File: src/rtl/capture_sequencer.sv
// capture_sequencer
//   Multi-stage sequential trigger and capture controller for a SUMP-style logic
//   analyser. It takes decoded commands, walks a chain of trigger stages (each
//   with mask/value match and an optional sample delay), and streams samples into
//   a ring-buffer capture RAM. It then reads the captured window back to the UART
//   transmitter over a valid/ready handshake.
// Ports
//   clock, reset            system clock, synchronous active-high reset
//   cmd_valid/opcode/command decoded command strobe, opcode and 32-bit argument
//   sample_valid/sample_data sampler strobe and sample word
//   wr_en/wr_addr           capture RAM write strobe and write pointer (wraps)
//   rd_addr                 capture RAM readout address
//   tx_valid/tx_ready       readout word handshake towards the UART
//   armed/triggered/stage   status: waiting for trigger / capturing or reading out /
//                           current trigger stage
module capture_sequencer #(
  parameter int SAMPLE_WIDTH = 8,
  parameter int NUM_STAGES   = 4,
  parameter int ADDR_WIDTH   = 12,
  parameter int CNT_WIDTH    = 16
) (
  input  logic                    clock,
  input  logic                    reset,
  input  logic                    cmd_valid,
  input  logic [7:0]              opcode,
  input  logic [31:0]             command,
  input  logic                    sample_valid,
  input  logic [SAMPLE_WIDTH-1:0] sample_data,
  output logic                    wr_en,
  output logic [ADDR_WIDTH-1:0]   wr_addr,
  output logic [ADDR_WIDTH-1:0]   rd_addr,
  output logic                    tx_valid,
  input  logic                    tx_ready,
  output logic                    armed,
  output logic                    triggered,
  output logic [2:0]              stage
);

  localparam int DEPTH = 1 << ADDR_WIDTH;

  typedef enum logic [2:0] {
    S_IDLE, S_ARMED, S_DELAY, S_CAPTURE, S_READOUT
  } state_e;

  state_e                                   state_q, state_d;
  logic [NUM_STAGES-1:0][SAMPLE_WIDTH-1:0]  mask_q, mask_d;
  logic [NUM_STAGES-1:0][SAMPLE_WIDTH-1:0]  value_q, value_d;
  logic [NUM_STAGES-1:0][15:0]              delay_q, delay_d;
  logic [NUM_STAGES-1:0]                    en_q, en_d;
  logic [CNT_WIDTH-1:0]                     read_cnt_q, read_cnt_d;
  logic [2:0]                               stage_q, stage_d;
  logic [15:0]                              dcnt_q, dcnt_d;
  logic [ADDR_WIDTH-1:0]                    wr_addr_q, wr_addr_d;
  logic [ADDR_WIDTH-1:0]                    rd_addr_q, rd_addr_d;
  // pre-trigger writes, saturating at DEPTH (one extra bit)
  logic [ADDR_WIDTH:0]                      pre_cnt_q, pre_cnt_d;
  logic [CNT_WIDTH-1:0]                     post_cnt_q, post_cnt_d;

  logic                    is_stop, is_arm, is_abort;
  logic [SAMPLE_WIDTH-1:0] cur_mask, cur_value;
  logic [15:0]             cur_delay;
  logic                    cur_match;
  logic [2:0]              first_idx, nxt_idx;
  logic                    any_en, has_nxt;
  logic [CNT_WIDTH-1:0]    rc_eff;
  logic                    trig, adv, go_ro;
  logic [31:0]             rc32, room32, pre32;
  logic [ADDR_WIDTH-1:0]   rd_start;
  logic                    unused_cmd;

  assign unused_cmd = ^command;

  assign is_stop  = cmd_valid && (opcode == 8'h00);
  assign is_arm   = cmd_valid && (opcode == 8'h01);
  assign is_abort = cmd_valid && (opcode == 8'h05);
  assign rc_eff   = (read_cnt_q == '0) ? CNT_WIDTH'(1) : read_cnt_q;

  // Current-stage match and the first / next enabled stage lookups.
  always_comb begin
    cur_mask  = '0;
    cur_value = '0;
    cur_delay = '0;
    first_idx = 3'd0;
    any_en    = 1'b0;
    nxt_idx   = 3'd0;
    has_nxt   = 1'b0;
    for (int i = 0; i < NUM_STAGES; i++) begin
      if (stage_q == 3'(i)) begin
        cur_mask  = mask_q[i];
        cur_value = value_q[i];
        cur_delay = delay_q[i];
      end
    end
    // descending scan so the lowest qualifying index wins
    for (int i = NUM_STAGES - 1; i >= 0; i--) begin
      if (en_q[i]) begin
        first_idx = 3'(i);
        any_en    = 1'b1;
      end
      if (en_q[i] && (3'(i) > stage_q)) begin
        nxt_idx = 3'(i);
        has_nxt = 1'b1;
      end
    end
    cur_match = ((sample_data ^ cur_value) & cur_mask) == '0;
  end

  always_comb begin
    state_d    = state_q;
    mask_d     = mask_q;
    value_d    = value_q;
    delay_d    = delay_q;
    en_d       = en_q;
    read_cnt_d = read_cnt_q;
    stage_d    = stage_q;
    dcnt_d     = dcnt_q;
    wr_addr_d  = wr_addr_q;
    rd_addr_d  = rd_addr_q;
    pre_cnt_d  = pre_cnt_q;
    post_cnt_d = post_cnt_q;
    wr_en      = 1'b0;
    trig       = 1'b0;
    adv        = 1'b0;
    go_ro      = 1'b0;

    case (state_q)
      S_IDLE: begin
        if (cmd_valid && (opcode[7:5] == 3'b110)) begin
          for (int s = 0; s < NUM_STAGES; s++) begin
            if (opcode[4:2] == 3'(s)) begin
              case (opcode[1:0])
                2'd0: mask_d[s]  = command[SAMPLE_WIDTH-1:0];
                2'd1: value_d[s] = command[SAMPLE_WIDTH-1:0];
                2'd2: begin
                  delay_d[s] = command[15:0];
                  en_d[s]    = command[27];
                end
                default: ;
              endcase
            end
          end
        end
        if (cmd_valid && (opcode == 8'h81)) read_cnt_d = command[CNT_WIDTH-1:0];
        if (is_arm) begin
          state_d    = S_ARMED;
          stage_d    = first_idx;
          wr_addr_d  = '0;
          pre_cnt_d  = '0;
          post_cnt_d = '0;
          dcnt_d     = '0;
        end
      end
      S_ARMED: begin
        if (sample_valid) begin
          wr_en     = 1'b1;
          wr_addr_d = wr_addr_q + ADDR_WIDTH'(1);
          if (!any_en) trig = 1'b1;
          else if (cur_match) begin
            if (cur_delay == '0) adv = 1'b1;
            else begin
              state_d = S_DELAY;
              dcnt_d  = cur_delay;
            end
          end
        end
      end
      S_DELAY: begin
        if (sample_valid) begin
          wr_en     = 1'b1;
          wr_addr_d = wr_addr_q + ADDR_WIDTH'(1);
          if (dcnt_q <= 16'd1) adv = 1'b1;
          else dcnt_d = dcnt_q - 16'd1;
        end
      end
      S_CAPTURE: begin
        if (sample_valid) begin
          wr_en      = 1'b1;
          wr_addr_d  = wr_addr_q + ADDR_WIDTH'(1);
          post_cnt_d = post_cnt_q + CNT_WIDTH'(1);
          if (post_cnt_d >= rc_eff) go_ro = 1'b1;
        end
      end
      S_READOUT: begin
        if (tx_ready) begin
          if (rd_addr_q == (wr_addr_q - ADDR_WIDTH'(1))) state_d = S_IDLE;
          else rd_addr_d = rd_addr_q + ADDR_WIDTH'(1);
        end
      end
      default: state_d = S_IDLE;
    endcase

    // A completed stage moves to the next enabled one; past the last it triggers.
    if (adv) begin
      if (has_nxt) begin
        stage_d = nxt_idx;
        state_d = S_ARMED;
      end else begin
        trig = 1'b1;
      end
    end

    // Every pre-trigger write counts; the trigger sample itself is post-sample #1.
    if (sample_valid && ((state_q == S_ARMED) || (state_q == S_DELAY)) && !trig &&
        (pre_cnt_q != (ADDR_WIDTH+1)'(DEPTH)))
      pre_cnt_d = pre_cnt_q + (ADDR_WIDTH+1)'(1);

    if (trig) begin
      post_cnt_d = CNT_WIDTH'(1);
      if (rc_eff == CNT_WIDTH'(1)) go_ro = 1'b1;
      else state_d = S_CAPTURE;
    end

    // Abort overrides any trigger in the same cycle.
    if (is_abort && ((state_q == S_ARMED) || (state_q == S_DELAY) || (state_q == S_CAPTURE)))
      go_ro = 1'b1;

    // Readout window: pre-trigger history limited to what fits beside the post samples.
    rc32   = 32'(rc_eff);
    room32 = (rc32 >= 32'(DEPTH)) ? 32'd0 : (32'(DEPTH) - rc32);
    pre32  = 32'(pre_cnt_d);
    if (pre32 > room32) pre32 = room32;
    rd_start = wr_addr_d - rc32[ADDR_WIDTH-1:0] - pre32[ADDR_WIDTH-1:0];

    if (go_ro) begin
      state_d   = S_READOUT;
      rd_addr_d = rd_start;
    end

    // Stop wins over everything, including a same-cycle sample; config is kept.
    if (is_stop) begin
      state_d    = S_IDLE;
      wr_en      = 1'b0;
      wr_addr_d  = '0;
      rd_addr_d  = '0;
      stage_d    = '0;
      dcnt_d     = '0;
      pre_cnt_d  = '0;
      post_cnt_d = '0;
    end
  end

  always_ff @(posedge clock) begin
    if (reset) begin
      state_q    <= S_IDLE;
      mask_q     <= '0;
      value_q    <= '0;
      delay_q    <= '0;
      en_q       <= '0;
      read_cnt_q <= '0;
      stage_q    <= '0;
      dcnt_q     <= '0;
      wr_addr_q  <= '0;
      rd_addr_q  <= '0;
      pre_cnt_q  <= '0;
      post_cnt_q <= '0;
    end else begin
      state_q    <= state_d;
      mask_q     <= mask_d;
      value_q    <= value_d;
      delay_q    <= delay_d;
      en_q       <= en_d;
      read_cnt_q <= read_cnt_d;
      stage_q    <= stage_d;
      dcnt_q     <= dcnt_d;
      wr_addr_q  <= wr_addr_d;
      rd_addr_q  <= rd_addr_d;
      pre_cnt_q  <= pre_cnt_d;
      post_cnt_q <= post_cnt_d;
    end
  end

  assign wr_addr   = wr_addr_q;
  assign rd_addr   = rd_addr_q;
  assign tx_valid  = (state_q == S_READOUT);
  assign armed     = (state_q == S_ARMED) || (state_q == S_DELAY);
  assign triggered = (state_q == S_CAPTURE) || (state_q == S_READOUT);
  assign stage     = stage_q;

endmodule
File: config.mk
export PLATFORM = sky130hd
export DESIGN_NAME = capture_sequencer
export DESIGN_NICKNAME = d
export VERILOG_FILES = /design/src/rtl/capture_sequencer.sv
export SDC_FILE = /design/constraint.sdc
export NUM_CORES = 1
export LEC_CHECK = 0
export CORE_MARGIN = 1.5
export CORE_UTILIZATION = 49
export CTS_CLUSTER_DIAMETER = 150
export DETAILED_ROUTE_END_ITERATION = 10
export PLACE_DENSITY = 0.68
export SLEW_MARGIN = 15
export SYNTH_ARGS = -nofsm -noshare
export SYNTH_HDL_FRONTEND = slang
export SYNTH_SLANG_ARGS = --single-unit
File: constraint.sdc
create_clock -name clock -period 15.7 [get_ports clock]
set_clock_uncertainty 0.15 [all_clocks]
set_input_delay 3.14 -clock clock [delete_from_list [all_inputs] [get_ports clock]]
set_output_delay 3.14 -clock clock [all_outputs]
set_load 0.02 [all_outputs]
==> out/results.ini <==
[synth]
synth_nets=1733
ys_top_cells_by_count=234 x nand2_1, 223 x dfxtp_1, 183 x nor2_1, 138 x a21oi_1, 99 x mux2i_1
yosysMostFrequentCell=nand2_1
yosys.area.top_type=dfxtp_1
synth_compound_area_share_pct=13.0
yosys-top-cells-area=dfxtp_1 34%, mux2i_1 7.6%, nand2_1 6.7%
synth_top_family_by_area=simple AND/OR/NAND/NOR gates
synth_xor_area_share_pct=6.60
synth_cell_type_count=63
syn_area_per_cell_um2=8.04
async_flop_share_pct=0
ys_dominant_reg_cell=dfxtp_1
synth_top_area_share_pct=34.3
synthAdderAreaFrac_pct=6.50
seq_area_frac_synth_pct=34.3
synthSimpleGateAreaFrac_pct=24.0
syn-cell-area_mm2=0.0130
synth_edf_count=0
syn_inst=1619
ys_warn_count=0
muxShareOfSynthArea_pct=10.7
ys_seq_elements=223

[clock_network]
clkSlewWorstSetupHoldPaths_ns=0.06
post_cts_buffers=0
clock_latency_ns=0.54
numCtsBuffers=25
cts_resized=0
clock_path_buffers=3
cts.hold.buffers_added=0
cts_tree=built
ctsHtreeMaxLevel=1
cts_root_buffer=clkbuf_16
cts_sinks=223

[floorplanning]
chipHeight_um=166
fp-row-count=59
die_area_mm2=0.0275
core_mm2=0.0261
start_util_pct=49.9
die_w_um=166
io_pins=84

[placed_design]
port_buffers=68
place.gp.congestion=0.917
hpwl_mm=24.6

[power]
p_per_area_mw_per_mm2=81.9
power_w=0.00120
ir_drop_uv=82.5
p_leak_nw=5.86

[timing]
slew_headroom_pct=17.3
period_needed_ns=10.45
rsz0062_at_grt=no
fin_setup_tns_ns=0
tightest_slew_ns=1.24
max_freq_mhz=95.7
finalHoldViolations=0
fin_crit_sh_pct=66.6
drv_slew=0
setup_viol=0

[setup_path]
crit_buf_inv=3
cpLargestDelayFamily=compound AO/OA/AOI/OAI gates
critPathMaxStageDelay_ns=0.59
cp.required_ns=16.03
critPathArrivalTime_ns=10.78
endpoint_kind=register
crit_top_cell=o21ai_0
worstSetupPathType=input port to register
cp_max_fo=15
startpoint_type=input port
critical_path.slowest_cell=clkdlybuf4s50_1

[global_routing]
grt_max_degree=80
grt_overflow=0
grt_pass1_vias=10500
antenna_found_initial=0
grt_pass1_wl_mm=56.2
track_usage_pct=25.0

[final_layout]
drive_gt1_share_pct=5.36
antenna_cells=0
fin_nets=1740
area_growth_pct=12.4
fillerInstances=2454

[routing]
first_iter_violations=1072
ant_nets=0
dr_total_vias=11400
via_per_inst=5.77
finalWirelength_mm=35.0
wire_per_inst_um=17.7
drt_pass1_iterations=7
drcViolationCount=0

[run]
maxCapViolCount=0

[min_path]
hold_class=register to register

[status]
status=completed

==> metal layers <==
layer | share of wire (%) | track usage, % | routed length (µm) | vias to the layer above
li1 | - | - | - | 5612
met1 | 44 | 33.4 | 15300 | 5366
met2 | 46 | 41.4 | 16300 | 365
met3 | 6.7 | 3.88 | 2360 | 62
met4 | 2.9 | 8.03 | 1030 | 0
met5 | 0 | 0 | 0 | -
==> per-stage QoR <==
step,util (%),hold slack (ns),cell area [µm²],cells,setup WS [ns]
2_1_floorplan,-,0.283,13000,1619,5.99
3_3_place_gp,53.0,0.289,13800,1934,4.82
3_5_place_dp,53.0,0.296,13800,1934,4.82
4_1_cts,56.1,0.304,14600,1978,5.31
5_1_grt,56.1,0.322,14600,1978,4.62
6_report,56.1,0.303,14600,1978,5.25
==> final timing paths <==
path,slack (ns),end,cells after the start,startpoint
worst max-delay path,5.25,rd_addr[11]$_SDFFE_PP0P_,34,sample_data[7]
worst min-delay path,0.30,delay_q[35]$_SDFFE_PP0P_,2,delay_q[35]$_SDFFE_PP0P_
worst max register to register,7.51,rd_addr[11]$_SDFFE_PP0P_,34,stage[0]$_SDFF_PP0_
worst min register to register,0.30,delay_q[35]$_SDFFE_PP0P_,2,delay_q[35]$_SDFFE_PP0P_
==> power by group <==
| part | switching (W) | total (W) | internal, W |
|---|---|---|---|
| logic | 0.0000316 | 0.0000485 | 0.0000169 |
| registers | 0.000000579 | 0.000567 | 0.000566 |
| clock network | 0.000240 | 0.000583 | 0.000343 |
==> cell usage in the layout (no fill, tap or decap), types with 8 or more instances in the layout <==
master / instances
fa_1: 11
inv_1: 65
nand2_1: 234
a21oi_1: 138
nor2_1: 183
clkbuf_16: 25
dfxtp_1: 222
nor3_1: 30
buf_4: 13
and3_1: 30
nand4_1: 14
a21o_1: 10
nor2b_1: 15
nor4_1: 23
and2_1: 27
ha_1: 50
mux4_2: 16
a31oi_1: 9
nand2b_1: 16
o21ai_0: 55
xor2_1: 37
a211oi_1: 15
clkdlybuf4s50_1: 67
mux2i_1: 99
or4_1: 12
nand3_1: 47
or2_2: 9
clkbuf_1: 8
o32ai_1: 9
xnor2_1: 61
==> final cells by class <==
class | instances | area (µm²) | share of cell area (%)
clock inverter | 8 | 109 | 0.744
timing repair buffer | 80 | 768 | 5.25
multi-input combinational | 1231 | 7920 | 54.2
sequential | 223 | 4470 | 30.5
tap | 335 | 419 | 2.87
inverter | 65 | 244 | 1.67
clock buffer | 36 | 697 | 4.77
==> registers in the layout, indices dropped and copies added (netlist names) <==
signal	cells
delay_q	64
pre_cnt_q	13
dcnt_q	16
value_q	32
rd_addr	12
wr_addr	12
post_cnt_q	16
read_cnt_q	16
state_q	3
mask_q	32
en_q	4
stage	3
==> worst register-to-register path: cells and delay by family, from the launching register on <==
kind	cells	cell delay, ns
DFF	1	0.30
buffers and inverters	3	0.76
and+or+nand+nor	12	2.20
muxes	2	1.04
adders and majority gates	3	0.99
AOI/OAI and AO/OA	14	2.74
==> logic make-up (layout without fill, tap and decap cells) <==
kind of cell               after synthesis  after routing
adders and majority gates               61             61
muxes                                  119            119
xor gates and xnor gates                98             98
DFF                                    223            223
buffers and inverters                  165            189
and+or+nand+nor                        669            669
AOI/OAI and AO/OA                      284            284
No activity file was read; power rests on OpenSTA's default activity.
